### src/rtl/pc_fetch_unit.sv
`default_nettype none
// ============================================================================
// Module   : pc_fetch_unit
// Brief    : Program-counter and fetch-request generator with BOOT/RUN/HALT
//            control, redirect/exception steering and misalignment trapping.
// Revision : 1.0 - initial release
// ============================================================================
module pc_fetch_unit #(
  parameter int              XLEN         = 32,
  parameter logic [XLEN-1:0] RESET_VECTOR = 32'h0000_0000,
  parameter logic [XLEN-1:0] EXC_VECTOR   = 32'h8000_0180,
  parameter int              INSTR_BYTES  = 4
) (
  input  logic            clk,
  input  logic            rst_n,
  input  logic            stall,
  input  logic            redirect_valid,
  input  logic [1:0]      pcsrc,
  input  logic [XLEN-1:0] bta,
  input  logic [XLEN-1:0] jta,
  input  logic [XLEN-1:0] regfile,
  input  logic            exc_valid,
  input  logic            halt_req,
  input  logic            resume,
  output logic            fetch_valid,
  input  logic            fetch_ready,
  output logic [XLEN-1:0] pc,
  output logic [XLEN-1:0] pc_plus4,
  output logic            misalign_err,
  output logic [XLEN-1:0] epc
);

  localparam logic [XLEN-1:0] c_incr = XLEN'(INSTR_BYTES);

  typedef enum logic [1:0] {
    BOOT = 2'd0,
    RUN  = 2'd1,
    HALT = 2'd2
  } state_t;

  state_t          r_state;
  state_t          w_state_nxt;
  logic [XLEN-1:0] r_pc;
  logic [XLEN-1:0] w_pc_nxt;
  logic [XLEN-1:0] r_epc;
  logic [XLEN-1:0] w_epc_nxt;
  logic            r_misalign;
  logic            w_misalign_nxt;
  logic            r_boot_armed;
  logic [XLEN-1:0] w_target;
  logic            w_redirect;

  // r_boot_armed keeps BOOT occupied for one full cycle after reset release,
  // so the first fetch request appears on the second non-reset edge.
  always_ff @(posedge clk) begin
    if (!rst_n) begin
      r_state      <= BOOT;
      r_pc         <= RESET_VECTOR;
      r_epc        <= '0;
      r_misalign   <= 1'b0;
      r_boot_armed <= 1'b0;
    end else begin
      r_state      <= w_state_nxt;
      r_pc         <= w_pc_nxt;
      r_epc        <= w_epc_nxt;
      r_misalign   <= w_misalign_nxt;
      r_boot_armed <= 1'b1;
    end
  end

  always_comb begin
    w_target = bta;
    case (pcsrc)
      2'b01:   w_target = bta;
      2'b10:   w_target = jta;
      2'b11:   w_target = regfile;
      default: w_target = bta;
    endcase
  end

  // pcsrc==00 is not a redirect; redirects only take effect while running.
  assign w_redirect = redirect_valid && (pcsrc != 2'b00) && (r_state == RUN);

  always_comb begin
    w_state_nxt    = r_state;
    w_pc_nxt       = r_pc;
    w_epc_nxt      = r_epc;
    w_misalign_nxt = 1'b0;
    if (exc_valid) begin
      w_state_nxt = RUN;
      w_pc_nxt    = EXC_VECTOR;
      w_epc_nxt   = r_pc;
    end else if (w_redirect) begin
      if (w_target[1:0] != 2'b00) begin
        w_pc_nxt       = EXC_VECTOR;
        w_epc_nxt      = w_target;
        w_misalign_nxt = 1'b1;
      end else begin
        w_pc_nxt = w_target;
      end
    end else begin
      case (r_state)
        BOOT: begin
          if (r_boot_armed) w_state_nxt = RUN;
        end
        RUN: begin
          if (halt_req) begin
            w_state_nxt = HALT;
          end else if (fetch_ready && !stall) begin
            w_pc_nxt = pc_plus4;
          end
        end
        HALT: begin
          if (resume) w_state_nxt = RUN;
        end
        default: w_state_nxt = BOOT;
      endcase
    end
  end

  assign pc           = r_pc;
  assign pc_plus4     = r_pc + c_incr;
  assign epc          = r_epc;
  assign misalign_err = r_misalign;
  assign fetch_valid  = (r_state == RUN);

endmodule
`default_nettype wire
### config.mk
export PLATFORM = sky130hd
export DESIGN_NAME = pc_fetch_unit
export DESIGN_NICKNAME = d
export VERILOG_FILES = /design/src/rtl/pc_fetch_unit.sv
export SDC_FILE = /design/constraint.sdc
export NUM_CORES = 1
export LEC_CHECK = 0
export ABC_AREA = 1
export CELL_PAD_IN_SITES_DETAIL_PLACEMENT = 2
export CELL_PAD_IN_SITES_GLOBAL_PLACEMENT = 2
export CORE_UTILIZATION = 23
export CTS_BUF_LIST = sky130_fd_sc_hd__clkbuf_2 sky130_fd_sc_hd__clkbuf_4 sky130_fd_sc_hd__clkbuf_8
export DETAILED_ROUTE_END_ITERATION = 7
export PLACE_DENSITY_LB_ADDON = 0.25
export SETUP_SLACK_MARGIN = 0.4
export SLEW_MARGIN = 20
export SYNTH_ARGS = -nofsm -noshare
export SYNTH_HDL_FRONTEND = slang
export SYNTH_SLANG_ARGS = --single-unit
### constraint.sdc
create_clock -name clk -period 2.4 [get_ports clk]
set_clock_uncertainty 0.1 [all_clocks]
set_input_delay 0.48 -clock clk [delete_from_list [all_inputs] [get_ports clk]]
set_output_delay 0.48 -clock clk [all_outputs]
set_load 0.05 [all_outputs]
==> run summary, run 1 <==
WL/cell: 27.5 µm
Critical Path End Type: primary output
Pleak: 4.13 nW
GPL Wtd Cong: 0.833
Post-DRT Antenna Nets: 0
Maximum clock rate: 0.379 GHz
Synth Area in Simple Gates: 44.6%
Die Y-Extent: 147 µm
Worst Path Required: 1.82 ns
Vias per cell: 5.43
Area growth syn-to-layout: 97.5%
Slew @ Worst Pin: 0.629 ns
Adder-cell area share of the yosys netlist: 0.259%
Via count: 7,554
Clock Path Buffers: 2
GRT Util Overall: 28.8%
Io pins: 204
Synth Area in Compound Gates: 15.1%
Post-synthesis xor/xnor area fraction: 1.45%
Num CTS Buffers: 9
Seq/Total Area, Yosys: 28.2%
Avg Inst Size Synth: 5.82 µm²
CP Cell Sequence: ha_4, buf_4, nand3_4, nor2_4, buf_6, nand4_1, nand2_4, buf_12
Final cycle utilization of the critical path: 110%
Fin. Hold Viols: 0
Overall power: 3.56 mW
Routed wire length: 38,200 µm
Share of cells above drive strength 1: 35.4%
Clk root buf: clkbuf_8
Unique cell type count in the Yosys netlist: 32
FF+latch count, synth: 68
Cells after Synth: 829
Crit path time final: 2.64 ns
Worst path max stage delay: 0.41 ns
Warnings from Yosys: 0
Hold slack final: 0.414 ns
Clock transition at path regs: 0.09 ns
Max FO, Critical Path: 4
Initial antenna violation count: 0
Slowest stage cell on the critical path: dfxtp_4
VDD IR max: 0.289 mV
Row count: 52
CP arrival: 2.06 ns
CTS tree: yes
CTS Hold Bufs: 0
WS Path Type: flip-flop to primary output
Vias in the first global route: 7,776
Post-route DRC violation count: 0
Max-cap viol count: 0
Clock Latency Late Sink: 0.41 ns
Largest family of logic cells by synthesized area: simple AND/OR/NAND/NOR gates
Final Worst Setup Slack: -0.241 ns
Startpoint types: flip-flop
Port-buffer cells: 203
Post-place setup slack: -0.0962 ns
Outcome: complete, but fails checks
Core Area: 20,400 µm²
Antenna Cells: 0
CTS sink cnt: 68
Fill count: 2,288
Mux share of post-synthesis cell area: 0.415%
Initial Util: 23.7%
Total grt overflow: 0
Synth top area cells: dfxtp_1 (28%), nand2_1 (20%), nand3_1 (13%)
Die Span X: 147 µm
Layout net count: 1,224
Reg2reg setup slack: -0.15 ns
First-pass GRT wire length: 46,900 µm
Largest net degree at the start of global routing: 37
H-tree levels: 3
PwrDens: 374 nW/µm²
Post-synth net total: 936
Largest area contributor in the netlist: dfxtp_1
1st-pass router iterations: 5
Rel. slew slack: 57.7%
Initial DRC count: 550
Setup violators final: 26
Synth Cell Area: 4820 µm²
RSZ-0062 raised after global routing: yes
Tightest Hold Check Type: flip-flop to flip-flop
Slew Limit Fails: 0
Top cell type's share of synthesized area: 28.2%
Failing checks: negative setup slack
DP HPWL: 20,300 µm
Die ar.: 21,500 µm²
## layout by cell type, fill, tap and decap left out, types with 4 or more instances in the layout
cell type	instances
dfxtp_2	4
o21ai_4	4
buf_12	39
nand2_2	42
xor2_4	5
clkbuf_2	7
nand4_1	4
clkbuf_8	10
dlygate4sd2_1	49
inv_4	5
nand2_4	39
clkdlybuf4s50_1	103
a21oi_1	32
inv_1	43
nand3_2	11
dfxtp_4	24
o21ai_1	19
o21ai_0	59
buf_4	91
nand2_1	181
inv_2	7
nor2_2	7
nor2_1	79
nand3_4	11
clkdlybuf4s15_2	6
nor2_4	31
clkdlybuf4s15_1	4
nand3_1	102
a21oi_2	14
dfxtp_1	40
buf_6	21
## per-stage QoR
step / setup TNS [ns] / utilization [%] / cell area (µm²) / cells
after floorplan: 0 / - / 5090 / 829
after global placement: -0.00397 / 39.0 / 7950 / 1301
after detailed placement: -0.761 / 39.0 / 7950 / 1301
after CTS: 0 / 42.9 / 8740 / 1347
after global routing: -3.69 / 46.8 / 9520 / 1392
final: -2.81 / 46.8 / 9520 / 1392
## final cells by class
class	count	area [µm²]	area share, %
inverters	58	244	2.56
flip-flops and latches	68	1460	15.3
well taps	270	338	3.55
multi-input cells	657	3970	41.7
clock buffers	10	138	1.45
repair buffers	323	3340	35.0
clock inverters	6	38.8	0.407
## per-layer routing
metal | global-route usage, % | part of all wire [%]
met1 | 34.6 | 41
met2 | 50.1 | 48
met3 | 5.50 | 6.3
met4 | 11.7 | 5.2
met5 | 0 | 0
## what timing repair did
item / 4_1_cts / 5_1_grt
endpoints found under the setup margin: 132 / 97
buffers inserted: 30 / 45
pin swaps: 34 / 38
gates resized for setup: 220 / 139
## flip-flops by register name, summed over array words and instances, names as in the netlist
register / flops
r_boot_armed: 1
pc: 32
misalign_err: 1
r_state: 2
epc: 32
## kinds of logic (layout without fill, tap and decap cells)
family	Yosys count	in the layout
buffers and inverters	104	397
XOR/XNOR	8	8
adder cells (fa/ha/maj)	1	1
flip-flops	68	68
AND/OR/NAND/NOR	511	511
multiplexers	2	2
AO/OA/AOI/OAI	135	135
## synth_stat cells
library cell  number
a21oi_1           35
xor2_1             8
ha_1               1
nand3_2            1
inv_4              2
o21ai_0           67
a21oi_2           11
nor2_1           114
o21ai_1           17
buf_1              1
inv_1             51
nor2_8             1
nand3_1          123
inv_2              5
nand3b_1           2
mux2i_1            2
clkbuf_2           1
nand2_1          258
buf_2             18
nand4_1            4
o21ai_2            1
o211ai_1           1
nor2_4             2
or2_1              1
nand2_4            2
dfxtp_1           68
nand2_2            2
a31oi_1            3
buf_4             12
nor2_2             1
buf_6              2
clkbuf_1          12
## where the power goes
group	switching [mW]	internal, mW
Sequential	0.0597	1.17
Clock	0.562	0.401
Combinational	0.872	0.500
Total	1.49	2.07
## worst paths after layout
kind / startpoint / end / cells after the start
worst max-delay path: pc[2] / pc_plus4[16] / 8
worst max register to register: pc[2] / pc[18] / 15
worst min register to register: epc[25] / epc[25] / 2
worst min-delay path: epc[25] / epc[25] / 2
## worst max-delay path: cells and delay by family, from the launching register on
kind,cells,cell delay (ns)
AND/OR/NAND/NOR,4,0.60
buffers and inverters,3,0.43
flip-flops,1,0.41
adder cells (fa/ha/maj),1,0.20
(Power assumes the default switching activity.)
==> inputs of run 2 (changes only) <==
--- a/config.mk
+++ b/config.mk
@@ -6,6 +6,7 @@
 export NUM_CORES = 1
 export LEC_CHECK = 0
 export ABC_AREA = 1
+export CAP_MARGIN = 30
 export CELL_PAD_IN_SITES_DETAIL_PLACEMENT = 2
 export CELL_PAD_IN_SITES_GLOBAL_PLACEMENT = 2
 export CORE_UTILIZATION = 23
@@ -13,7 +14,7 @@
 export DETAILED_ROUTE_END_ITERATION = 7
 export PLACE_DENSITY_LB_ADDON = 0.25
 export SETUP_SLACK_MARGIN = 0.4
-export SLEW_MARGIN = 20
+export SLEW_MARGIN = 25
 export SYNTH_ARGS = -nofsm -noshare
 export SYNTH_HDL_FRONTEND = slang
 export SYNTH_SLANG_ARGS = --single-unit
==> results of run 2 <==
No change in the layout: final DEF, timing and power equal those of run 1.
==> inputs of run 3 (changes only) <==
--- a/config.mk
+++ b/config.mk
@@ -9,6 +9,7 @@
 export CAP_MARGIN = 30
 export CELL_PAD_IN_SITES_DETAIL_PLACEMENT = 2
 export CELL_PAD_IN_SITES_GLOBAL_PLACEMENT = 2
+export CORE_MARGIN = 10
 export CORE_UTILIZATION = 23
 export CTS_BUF_LIST = sky130_fd_sc_hd__clkbuf_2 sky130_fd_sc_hd__clkbuf_4 sky130_fd_sc_hd__clkbuf_8
 export DETAILED_ROUTE_END_ITERATION = 7
==> run 3 against run 2 <==
Compared with the run above: the flow still finishes with violations (negative setup slack); power up 2.8%; utilization up 0.13 points; sequential share of layout area down 0.064 points; first-iteration DRC count up 8.7%; largest power group unchanged; non-clock buffer count up 1.
==> run summary, run 3 (same netlist as run 1, synthesis figures left out) <==
Outcome: complete, but fails checks (unchanged)
Failing checks: negative setup slack (unchanged)
Vias in the first global route: 7,892 (was 7,776)
CTS tree: yes (unchanged)
Initial antenna violation count: 0 (unchanged)
Core Area: 20,400 µm² (about the same)
Fill count: 2,313 (was 2,288)
RSZ-0062 raised after global routing: yes (unchanged)
Non-filler instance count after layout: 1,393 (was 1,392)
Io pins: 204 (unchanged)
GRT Util Overall: 23.7% (was 28.8%)
Row count: 52 (unchanged)
1st-pass router iterations: 5 (unchanged)
VDD IR max: 0.246 mV (was 0.289 mV)
CP arrival: 2.03 ns (was 2.06 ns)
Crit-path leading delay family: simple AND/OR/NAND/NOR gates (unchanged)
Clk root buf: clkbuf_8 (unchanged)
Fin. Hold Viols: 0 (unchanged)
Final cycle utilization of the critical path: 109% (was 110%)
CTS sink cnt: 68 (unchanged)
Die Y-Extent: 165 µm (was 147 µm)
Worst Path Required: 1.82 ns (about the same)
Total grt overflow: 0 (unchanged)
Die ar.: 27,200 µm² (was 21,500 µm²)
Int Pwr: 2.17 mW (was 2.07 mW)
Slew Limit Fails: 0 (unchanged)
Vias per cell: 5.37 (was 5.43)
Clock transition at path regs: 0.09 ns (about the same)
Max-cap viol count: 0 (unchanged)
Num CTS Buffers: 9 (unchanged)
Post-route DRC violation count: 0 (unchanged)
Initial DRC count: 598 (was 550)
Area growth syn-to-layout: 98.7% (was 97.5%)
Commonest non-fill, non-tap cell in the layout: nand2_1 (unchanged)
GPL Wtd Cong: 0.827 (was 0.833)
Largest net degree at the start of global routing: 37 (unchanged)
Pleak: 4.09 nW (was 4.13 nW)
Final Worst Setup Slack: -0.209 ns (was -0.241 ns)
Max FO, Critical Path: 4 (unchanged)
Slew @ Worst Pin: 0.635 ns (was 0.629 ns)
Cell Count Post-Placement: 1,304 (was 1,301)
Multi-input gate area: 4000 µm² (was 3970 µm²)
First-pass GRT wire length: 49,500 µm (was 46,900 µm)
Sw Ratio: 40.7% (was 41.9%)
Crit path time final: 2.61 ns (was 2.64 ns)
Initial Util: 23.6% (was 23.7%)
H-tree levels: 3 (unchanged)
Psw: 1.49 mW (about the same)
Setup violators final: 22 (was 26)
Clk pwr share: 29.2% (was 27.0%)
Layout net count: 1,225 (was 1,224)
Post-DRT Antenna Nets: 0 (unchanged)
Via count: 7,478 (was 7,554)
Reg power frac: 33.5% (was 34.5%)
Gate power share: 37.3% (was 38.5%)
Buf+Inv Stages, Crit Path: 2 (was 3)
Critical Path End Type: primary output (unchanged)
Die Span X: 165 µm (was 147 µm)
DP HPWL: 22,200 µm (was 20,300 µm)
Most frequent cells in the layout: nand2_1 (184), nand3_1 (106), clkdlybuf4s50_1 (103) (was nand2_1 (181), clkdlybuf4s50_1 (103), nand3_1 (102))
Share of cells above drive strength 1: 35.6% (was 35.4%)
Startpoint types: flip-flop (unchanged)
PwrDens: 382 nW/µm² (was 374 nW/µm²)
Antenna Cells: 0 (unchanged)
Overall power: 3.66 mW (was 3.56 mW)
Worst path max stage delay: 0.40 ns (was 0.41 ns)
Clock Latency Late Sink: 0.41 ns (about the same)
Rel. slew slack: 57.8% (was 57.7%)
Post-route setup TNS: -1.57 ns (was -2.81 ns)
CP Cell Sequence: ha_4, inv_4, nor2_4, nand3_4, nor2_1, nand2_1, nand2_4, buf_12 (was ha_4, buf_4, nand3_4, nor2_4, buf_6, nand4_1, nand2_4, buf_12)
Routed wire length: 39,800 µm (was 38,200 µm)
Port-buffer cells: 203 (unchanged)
Clock Path Buffers: 2 (unchanged)
Maximum clock rate: 0.383 GHz (was 0.379 GHz)
WS Path Type: flip-flop to primary output (unchanged)
Post-place setup slack: -0.0584 ns (was -0.0962 ns)
Tightest Hold Check Type: flip-flop to flip-flop (unchanged)
Hold slack final: 0.401 ns (was 0.414 ns)
WL/cell: 28.6 µm (was 27.5 µm)
Slowest stage cell on the critical path: dfxtp_4 (unchanged)
Sequential standard cell area: 1460 µm² (about the same)
[run 3: changes by cell type in the layout (fill, tap and decap cells not counted), sizes merged]
cell and change:
clkbuf +8, clkdlybuf4s15 -3, dlygate4sd2 -2, buf -1
bufinv +1, clkinv -1, dlymetal6s2s -1
[run 3: final timing paths]
| check | from | endpoint | slack [ns] | cells after the start |
|---|---|---|---|---|
| setup / recovery | pc[2] | pc_plus4[20] | -0.21 | 8 |
| hold / removal | epc[24] | epc[24] | 0.40 | 2 |
| setup reg to reg | pc[5] | pc[17] | 0.06 | 15 |
| hold reg to reg | epc[24] | epc[24] | 0.40 | 2 |
[run 3: metrics by stage]
stage,cell area [µm²],utilization [%]
final,9580,46.9
after global routing,9580,46.9
after CTS,8870,43.4
after detailed placement,7960,39.0
after global placement,7960,39.0
after floorplan,5090,-
[run 3: tightest hold or removal path, cell delays in order (launching register included)]
cell and delay [ns]:
dfxtp_1 0.33, o21ai_1 0.07, nor2_1 0.07
[run 3: timing repair]
item / CTS / global route
gates resized for setup: 225 / 146
pin swaps: 30 / 45
endpoints found under the setup margin: 115 / 48
setup buffers: 34 / 39
hold buffers: 0 / 0
[run 3: power by group through the flow]
stage / logic (mW) / registers (mW) / clock network (mW)
global route: 1.43 / 1.23 / 1.13
detailed placement: 1.25 / 1.26 / 0
global placement: 1.23 / 1.26 / 0
CTS: 1.25 / 1.23 / 1.07
finish: 1.37 / 1.23 / 1.07
floorplan: 0.461 / 1.44 / 0
[run 3: metal layers]
metal	vias up	wire length [µm]	global-route usage, %
met5	-	0	0
met1	3770	16300	28.9
li1	3264	-	-
met3	95	2820	6.02
met2	349	19100	39.4
met4	0	1570	8.82
[run 3: area by class of cell]
| class | instances | share of cell area [%] |
|---|---|---|
| timing repair buffer | 324 | 34.8 |
| tap | 270 | 3.53 |
| sequential | 68 | 15.2 |
| clock buffer | 10 | 1.44 |
| clock inverter | 6 | 0.666 |
| multi-input combinational | 657 | 41.7 |
| inverter | 58 | 2.63 |
